**config.mk**
```make
export PLATFORM = sky130hd
export DESIGN_NAME = cacheline_burst_adapter
export DESIGN_NICKNAME = d
export VERILOG_FILES = /design/src/rtl/cacheline_burst_adapter.sv
export SDC_FILE = /design/constraint.sdc
export NUM_CORES = 1
export LEC_CHECK = 0
export ABC_AREA = 1
export BUFFER_PORTS_ARGS = -buffer_cell sky130_fd_sc_hd__buf_2
export CORE_AREA = 2 2 280 282
export CTS_BUF_LIST = sky130_fd_sc_hd__clkbuf_4 sky130_fd_sc_hd__clkbuf_8
export DETAILED_ROUTE_END_ITERATION = 6
export DIE_AREA = 0 0 282 284
export GPL_ROUTABILITY_DRIVEN = 0
export SYNTH_ARGS = -nofsm -noshare
export SYNTH_HDL_FRONTEND = slang
export SYNTH_SLANG_ARGS = --single-unit
export TNS_END_PERCENT = 20
```
**constraint.sdc**
```tcl
create_clock -name clk -period 7.4 [get_ports clk]
set_input_delay 0.74 -clock clk [delete_from_list [all_inputs] [get_ports clk]]
set_output_delay 0.74 -clock clk [all_outputs]
set_load 0.02 [all_outputs]
```
**src/rtl/cacheline_burst_adapter.sv**
```systemverilog
// -----------------------------------------------------------------------------
// cacheline_burst_adapter
//   Bridges a cache full-line port (one S_LINE-bit line per request) to a
//   memory burst port moving S_BURST bits per beat (BEATS = S_LINE/S_BURST).
//   Write-backs are serialised out of an internal line buffer; fills are
//   assembled into the same buffer and handed back as one line plus a
//   one-cycle response pulse.
//
// Ports
//   clk        clock, all state on posedge
//   rst_n      asynchronous active-low reset
//   line_i     write-back line, captured when a write is accepted
//   line_o     assembled fill line (meaningful while resp_o=1 after a read)
//   address_i  cache-side line address
//   read_i     fill request, held until resp_o
//   write_i    write-back request, held until resp_o (wins over read_i)
//   resp_o     one-cycle completion pulse
//   burst_i    memory read beat data, valid with resp_i
//   burst_o    memory write beat data
//   address_o  memory address: latched address_i with offset bits cleared
//   read_o     memory burst read request
//   write_o    memory burst write request
//   resp_i     memory per-beat acknowledge
// -----------------------------------------------------------------------------
module cacheline_burst_adapter #(
    parameter int S_LINE   = 256,
    parameter int S_BURST  = 64,
    parameter int S_OFFSET = 5
) (
    input  logic               clk,
    input  logic               rst_n,
    input  logic [S_LINE-1:0]  line_i,
    output logic [S_LINE-1:0]  line_o,
    input  logic [31:0]        address_i,
    input  logic               read_i,
    input  logic               write_i,
    output logic               resp_o,
    input  logic [S_BURST-1:0] burst_i,
    output logic [S_BURST-1:0] burst_o,
    output logic [31:0]        address_o,
    output logic               read_o,
    output logic               write_o,
    input  logic               resp_i
);

    localparam int BEATS = S_LINE / S_BURST;
    localparam int CW    = (BEATS > 1) ? $clog2(BEATS) : 1;

    // Clears the line-offset bits so memory always sees a line-aligned address.
    localparam logic [31:0] OFF_MASK = ~((32'd1 << S_OFFSET) - 32'd1);
    localparam logic [CW-1:0] LAST_BEAT = CW'(BEATS - 1);

    typedef enum logic [1:0] {
        IDLE = 2'd0,
        RD   = 2'd1,
        WR   = 2'd2,
        DONE = 2'd3
    } state_t;

    state_t              state_r, state_s;
    logic [CW-1:0]       cnt_r, cnt_s;
    logic [S_LINE-1:0]   line_buf_r, line_buf_s;
    logic [31:0]         addr_r, addr_s;

    // State, beat counter, line buffer and latched address registers.
    always_ff @(posedge clk or negedge rst_n) begin
        if (!rst_n) begin
            state_r    <= IDLE;
            cnt_r      <= {CW{1'b0}};
            line_buf_r <= {S_LINE{1'b0}};
            addr_r     <= 32'd0;
        end else begin
            state_r    <= state_s;
            cnt_r      <= cnt_s;
            line_buf_r <= line_buf_s;
            addr_r     <= addr_s;
        end
    end

    // Next-state logic: request acceptance, beat sequencing and completion.
    always_comb begin
        state_s    = state_r;
        cnt_s      = cnt_r;
        line_buf_s = line_buf_r;
        addr_s     = addr_r;
        case (state_r)
            IDLE: begin
                // Write-back has priority; a simultaneous read must be re-requested.
                if (write_i) begin
                    addr_s     = address_i & OFF_MASK;
                    line_buf_s = line_i;
                    cnt_s      = {CW{1'b0}};
                    state_s    = WR;
                end else if (read_i) begin
                    addr_s  = address_i & OFF_MASK;
                    cnt_s   = {CW{1'b0}};
                    state_s = RD;
                end else begin
                    state_s = IDLE;
                end
            end
            RD: begin
                if (resp_i) begin
                    line_buf_s[S_BURST*cnt_r +: S_BURST] = burst_i;
                    if (cnt_r == LAST_BEAT) begin
                        cnt_s   = {CW{1'b0}};
                        state_s = DONE;
                    end else begin
                        cnt_s = cnt_r + CW'(1);
                    end
                end else begin
                    state_s = RD;
                end
            end
            WR: begin
                if (resp_i) begin
                    if (cnt_r == LAST_BEAT) begin
                        cnt_s   = {CW{1'b0}};
                        state_s = DONE;
                    end else begin
                        cnt_s = cnt_r + CW'(1);
                    end
                end else begin
                    state_s = WR;
                end
            end
            DONE: begin
                state_s = IDLE;
            end
            default: begin
                state_s = IDLE;
                cnt_s   = {CW{1'b0}};
            end
        endcase
    end

    // Handshake outputs are pure decodes of the state register, so none of
    // them has a combinational path from any input.
    assign read_o    = (state_r == RD);
    assign write_o   = (state_r == WR);
    assign resp_o    = (state_r == DONE);
    assign address_o = addr_r;
    assign line_o    = line_buf_r;
    // Beat data is only driven during a write burst; zero otherwise.
    assign burst_o   = (state_r == WR) ? line_buf_r[S_BURST*cnt_r +: S_BURST]
                                       : {S_BURST{1'b0}};

endmodule
```
==> results.md <==
* Worst-case headroom to the max-slew limit at 21.8%
* Synth-to-layout area growth at 29.7%
* Switching power at 0.00661 W
* Root buf cell: sky130_fd_sc_hd__clkbuf_8
* DP HPWL at 60,500 µm
* Top cell type by total area after synthesis: sky130_fd_sc_hd__dfrtp_1
* Inst Count DP at 4,512
* Largest net degree at the start of global routing at 134
* Number of nets with antenna violations after routing at 0
* Wire length after detailed routing at 90,600 µm
* Number of clock sinks at 287
* Worst supply voltage drop on vdd at 413 µV
* Effective utilization at floorplan at 23.8%
* Pwr per Cell Area at 498 nW/µm²
* Final Util at 30.9%
* Critical-path cell list: inv_4 > ha_4 > inv_1 > nand2_1 > inv_1 > nor2_4 > buf_4 > nand2_1 > nand2_1
* Drt wl/cell at 19.6 µm
* Clock power share at 14.9%
* Resized cells post-CTS at 0
* Setup clock skew after layout at 29.5 ps
* Net Sw Frac at 55.8%
* Final std cell area, no fill at 23,800 µm²
* Placed standard-cell area at 22,500 µm²
* Hold Slack at 128 ps
* H-Tree Level Count at 2
* Combinational Power Share at 59.4%
* Setup slack, reg-to-reg at 2890 ps
* Most numerous cell types in the synthesized netlist: sky130_fd_sc_hd__nand2_1, sky130_fd_sc_hd__dfrtp_1, sky130_fd_sc_hd__nor2_1
* Number of global-route vias before repair at 20,600
* Post-synth EDFFs at 0
* Core outline area at 77,000 µm²
* Cell count after synthesis at 2,957
* Number of placement rows at 102
* Worst-Skew Late Latency at 640 ps
* Worst Tran Pin Value at 1170 ps
* Critical Path Source Type: flop
* Yosys warns at 0
* Maximum fanout count along the critical path at 66
* Critical Path AT at 5070 ps
* Post-layout minimum cycle time at 4510 ps
* Slowest cell on crit path: sky130_fd_sc_hd__ha_4
* Fmax achieved at 222 MHz
* DRC errors left at 0
* Initial detailed-routing violation count at 1,949
* R2R Path Start: cnt_r[0]
* Number of distinct library cell variants in the gate-level netlist after synthesis at 21
* Via count at 21,900
* Count of boundary I/O pins at 712
* Main area contributors after synthesis: sky130_fd_sc_hd__dfrtp_1, sky130_fd_sc_hd__nand2_1, sky130_fd_sc_hd__nand3b_1
* Clk buf depth at 3
* Int Power at 0.00523 W
* Number of buffers and inverters on the critical path at 4
* Fraction of the yosys area taken by sequential cells at 39.1%
* Global-route usage over all layers at 21.6%
* Hold bufs inserted after CTS at 0
* Final number of hold-violating endpoints at 0
* Post-CTS Setup Bufs at 0
* Antenna violations before repair at 32
* Global-route wire length before repair at 132,000 µm
* Register bit total from synthesis at 287
* Sequential share of power at 25.7%
* Most instantiated flip-flop cell in the synthesis netlist: sky130_fd_sc_hd__dfrtp_1
* Via/cell ratio at 4.72
* Number of endpoints failing setup at the final stage at 0
* Critical register-to-register path endpoint: line_o[24]
* Critical path type: reg2reg
* Height of the die at 284 µm
* TritonCTS Buffers at 57
* Kind of cell adding the most delay to the critical path: buffers and inverters
* Worst Reg-to-Reg Cells at 9
* Max stage delay on crit path at 950 ps
* Post-route non-filler standard cell count at 4,632
* Setup repair after global routing missed its margin: false
* Buffers added on ports at 701
* Crit share post-route at 61.0%
* Die Outline Area at 80,100 µm²
* Status: completed
* NumNets Final at 3,897
* Fraction of synthesized cell area taken by the top area cell type at 39.1%
* Leakage power summed over all cells at 13.6 nW
* Clock tree from TritonCTS: yes
* First-pass DRT Iterations at 6
* Mean Syn Cell Area at 6.21 µm²
* Cell occurring most often along the worst timing path: sky130_fd_sc_hd__nand2_1
* Total Negative Setup Slacks at 0 ps
* Max Transition Viols Final at 0
* Horizontal extent of the die at 282 µm
* Share of post-route cells with drive strength above 1 at 23.9%
* Worst min path class: in2async
* Required time of the worst setup path at 7950 ps
* CP Capture Type: flop
* # Max-Cap Violations at 0
* Clock-pin slew on the worst setup and hold paths at 60 ps
* Most numerous cell in the Yosys netlist: sky130_fd_sc_hd__nand2_1
* Mapped Area at 18,400 µm²
* Grt total ovfl at 0
* Share of async-settable or async-resettable flops after synthesis at 100%
[layer usage]
layer  routed length [µm]  share of wire (%)  GRT usage, %  vias to the layer above
met5                  180               0.20             0                        -
met4                 3030                3.3          8.43                       24
met2                42800                 47          35.4                     1093
met3                 8400                9.3          5.38                      195
li1                     -                  -             -                    10300
met1                36200                 40          27.1                    10300
[stage by stage]
step / setup WS (ps) / power, W
global route: 2680 / 0.0126
finish: 2890 / 0.0118
floorplan: 5070 / 0.00729
global placement: 2970 / 0.00994
CTS: 2900 / 0.0118
detailed placement: 2930 / 0.0100
[worst max-delay path by stage]
stage | slack [ps] | from | cells after the start | endpoint
finish | 2890 | cnt_r[0] | 9 | line_o[24]
global route | 2680 | cnt_r[0] | 9 | line_o[26]
CTS | 2900 | cnt_r[0] | 9 | line_o[39]
detailed placement | 2930 | cnt_r[0] | 9 | line_o[39]
global placement | 2970 | cnt_r[0] | 9 | line_o[26]
floorplan | 5070 | state_r[0] | 6 | burst_o[13]
[state kept, by name (all words and copies together) (netlist names)]
| signal | flops |
|---|---|
| address_o | 27 |
| cnt_r | 2 |
| line_o | 256 |
| state_r | 2 |
[layout by cell type, fill, tap and decap left out]
| cell | netlist | final |
|---|---|---|
| sky130_fd_sc_hd__nand2_1 | 1767 | 1767 |
| sky130_fd_sc_hd__buf_12 | 0 | 3 |
| sky130_fd_sc_hd__ha_4 | 0 | 2 |
| sky130_fd_sc_hd__dfrtp_4 | 0 | 1 |
| sky130_fd_sc_hd__clkinvlp_4 | 0 | 1 |
| sky130_fd_sc_hd__conb_1 | 1 | 5 |
| sky130_fd_sc_hd__nor2_4 | 4 | 7 |
| sky130_fd_sc_hd__inv_2 | 6 | 2 |
| sky130_fd_sc_hd__clkbuf_4 | 0 | 21 |
| sky130_fd_sc_hd__nand2_2 | 2 | 2 |
| sky130_fd_sc_hd__inv_1 | 37 | 35 |
| sky130_fd_sc_hd__inv_8 | 0 | 1 |
| sky130_fd_sc_hd__diode_2 | 0 | 17 |
| sky130_fd_sc_hd__buf_4 | 17 | 25 |
| sky130_fd_sc_hd__clkbuf_8 | 0 | 73 |
| sky130_fd_sc_hd__nand3b_1 | 131 | 131 |
| sky130_fd_sc_hd__o21ai_4 | 0 | 1 |
| sky130_fd_sc_hd__o21ai_0 | 160 | 160 |
| sky130_fd_sc_hd__a31oi_1 | 1 | 1 |
| sky130_fd_sc_hd__a21oi_1 | 65 | 65 |
| sky130_fd_sc_hd__nor2_1 | 200 | 198 |
| sky130_fd_sc_hd__inv_6 | 0 | 2 |
| sky130_fd_sc_hd__clkinv_2 | 0 | 10 |
| sky130_fd_sc_hd__nand3_1 | 66 | 65 |
| sky130_fd_sc_hd__buf_8 | 0 | 1 |
| sky130_fd_sc_hd__buf_2 | 80 | 700 |
| sky130_fd_sc_hd__inv_4 | 0 | 1 |
| sky130_fd_sc_hd__dfrtp_1 | 287 | 286 |
| sky130_fd_sc_hd__ha_1 | 9 | 7 |
| sky130_fd_sc_hd__nand3_4 | 0 | 2 |
[area by class of cell]
type,instances,area [µm²]
fill,8629,53200
multi-input combinational,2413,10100
sequential,287,7190
timing repair buffer,729,3770
tap,1040,1300
clock buffer,94,1160
inverter,43,180
clock inverter,9,51.3
antenna,17,42.5
[cell families (layout without fill, tap and decap cells)]
group	Yosys count	count (layout)	synth area share [%]
AOI/OAI and AO/OA	227	227	6.20
adders and majority gates	9	9	0.614
buffers and inverters	261	875	6.23
DFF	287	287	39.1
other	1	22	0.0204
and+or+nand+nor	2172	2172	47.8
[power by group through the flow]
stage	combinational, W	sequential [W]	clock (W)
4_1_cts	0.00701	0.00303	0.00181
3_5_place_dp	0.00699	0.00304	0
2_1_floorplan	0.00354	0.00375	0
6_report	0.00703	0.00305	0.00177
5_1_grt	0.00762	0.00313	0.00188
3_3_place_gp	0.00691	0.00303	0
Note: power is estimated with default switching activity, not from simulation.
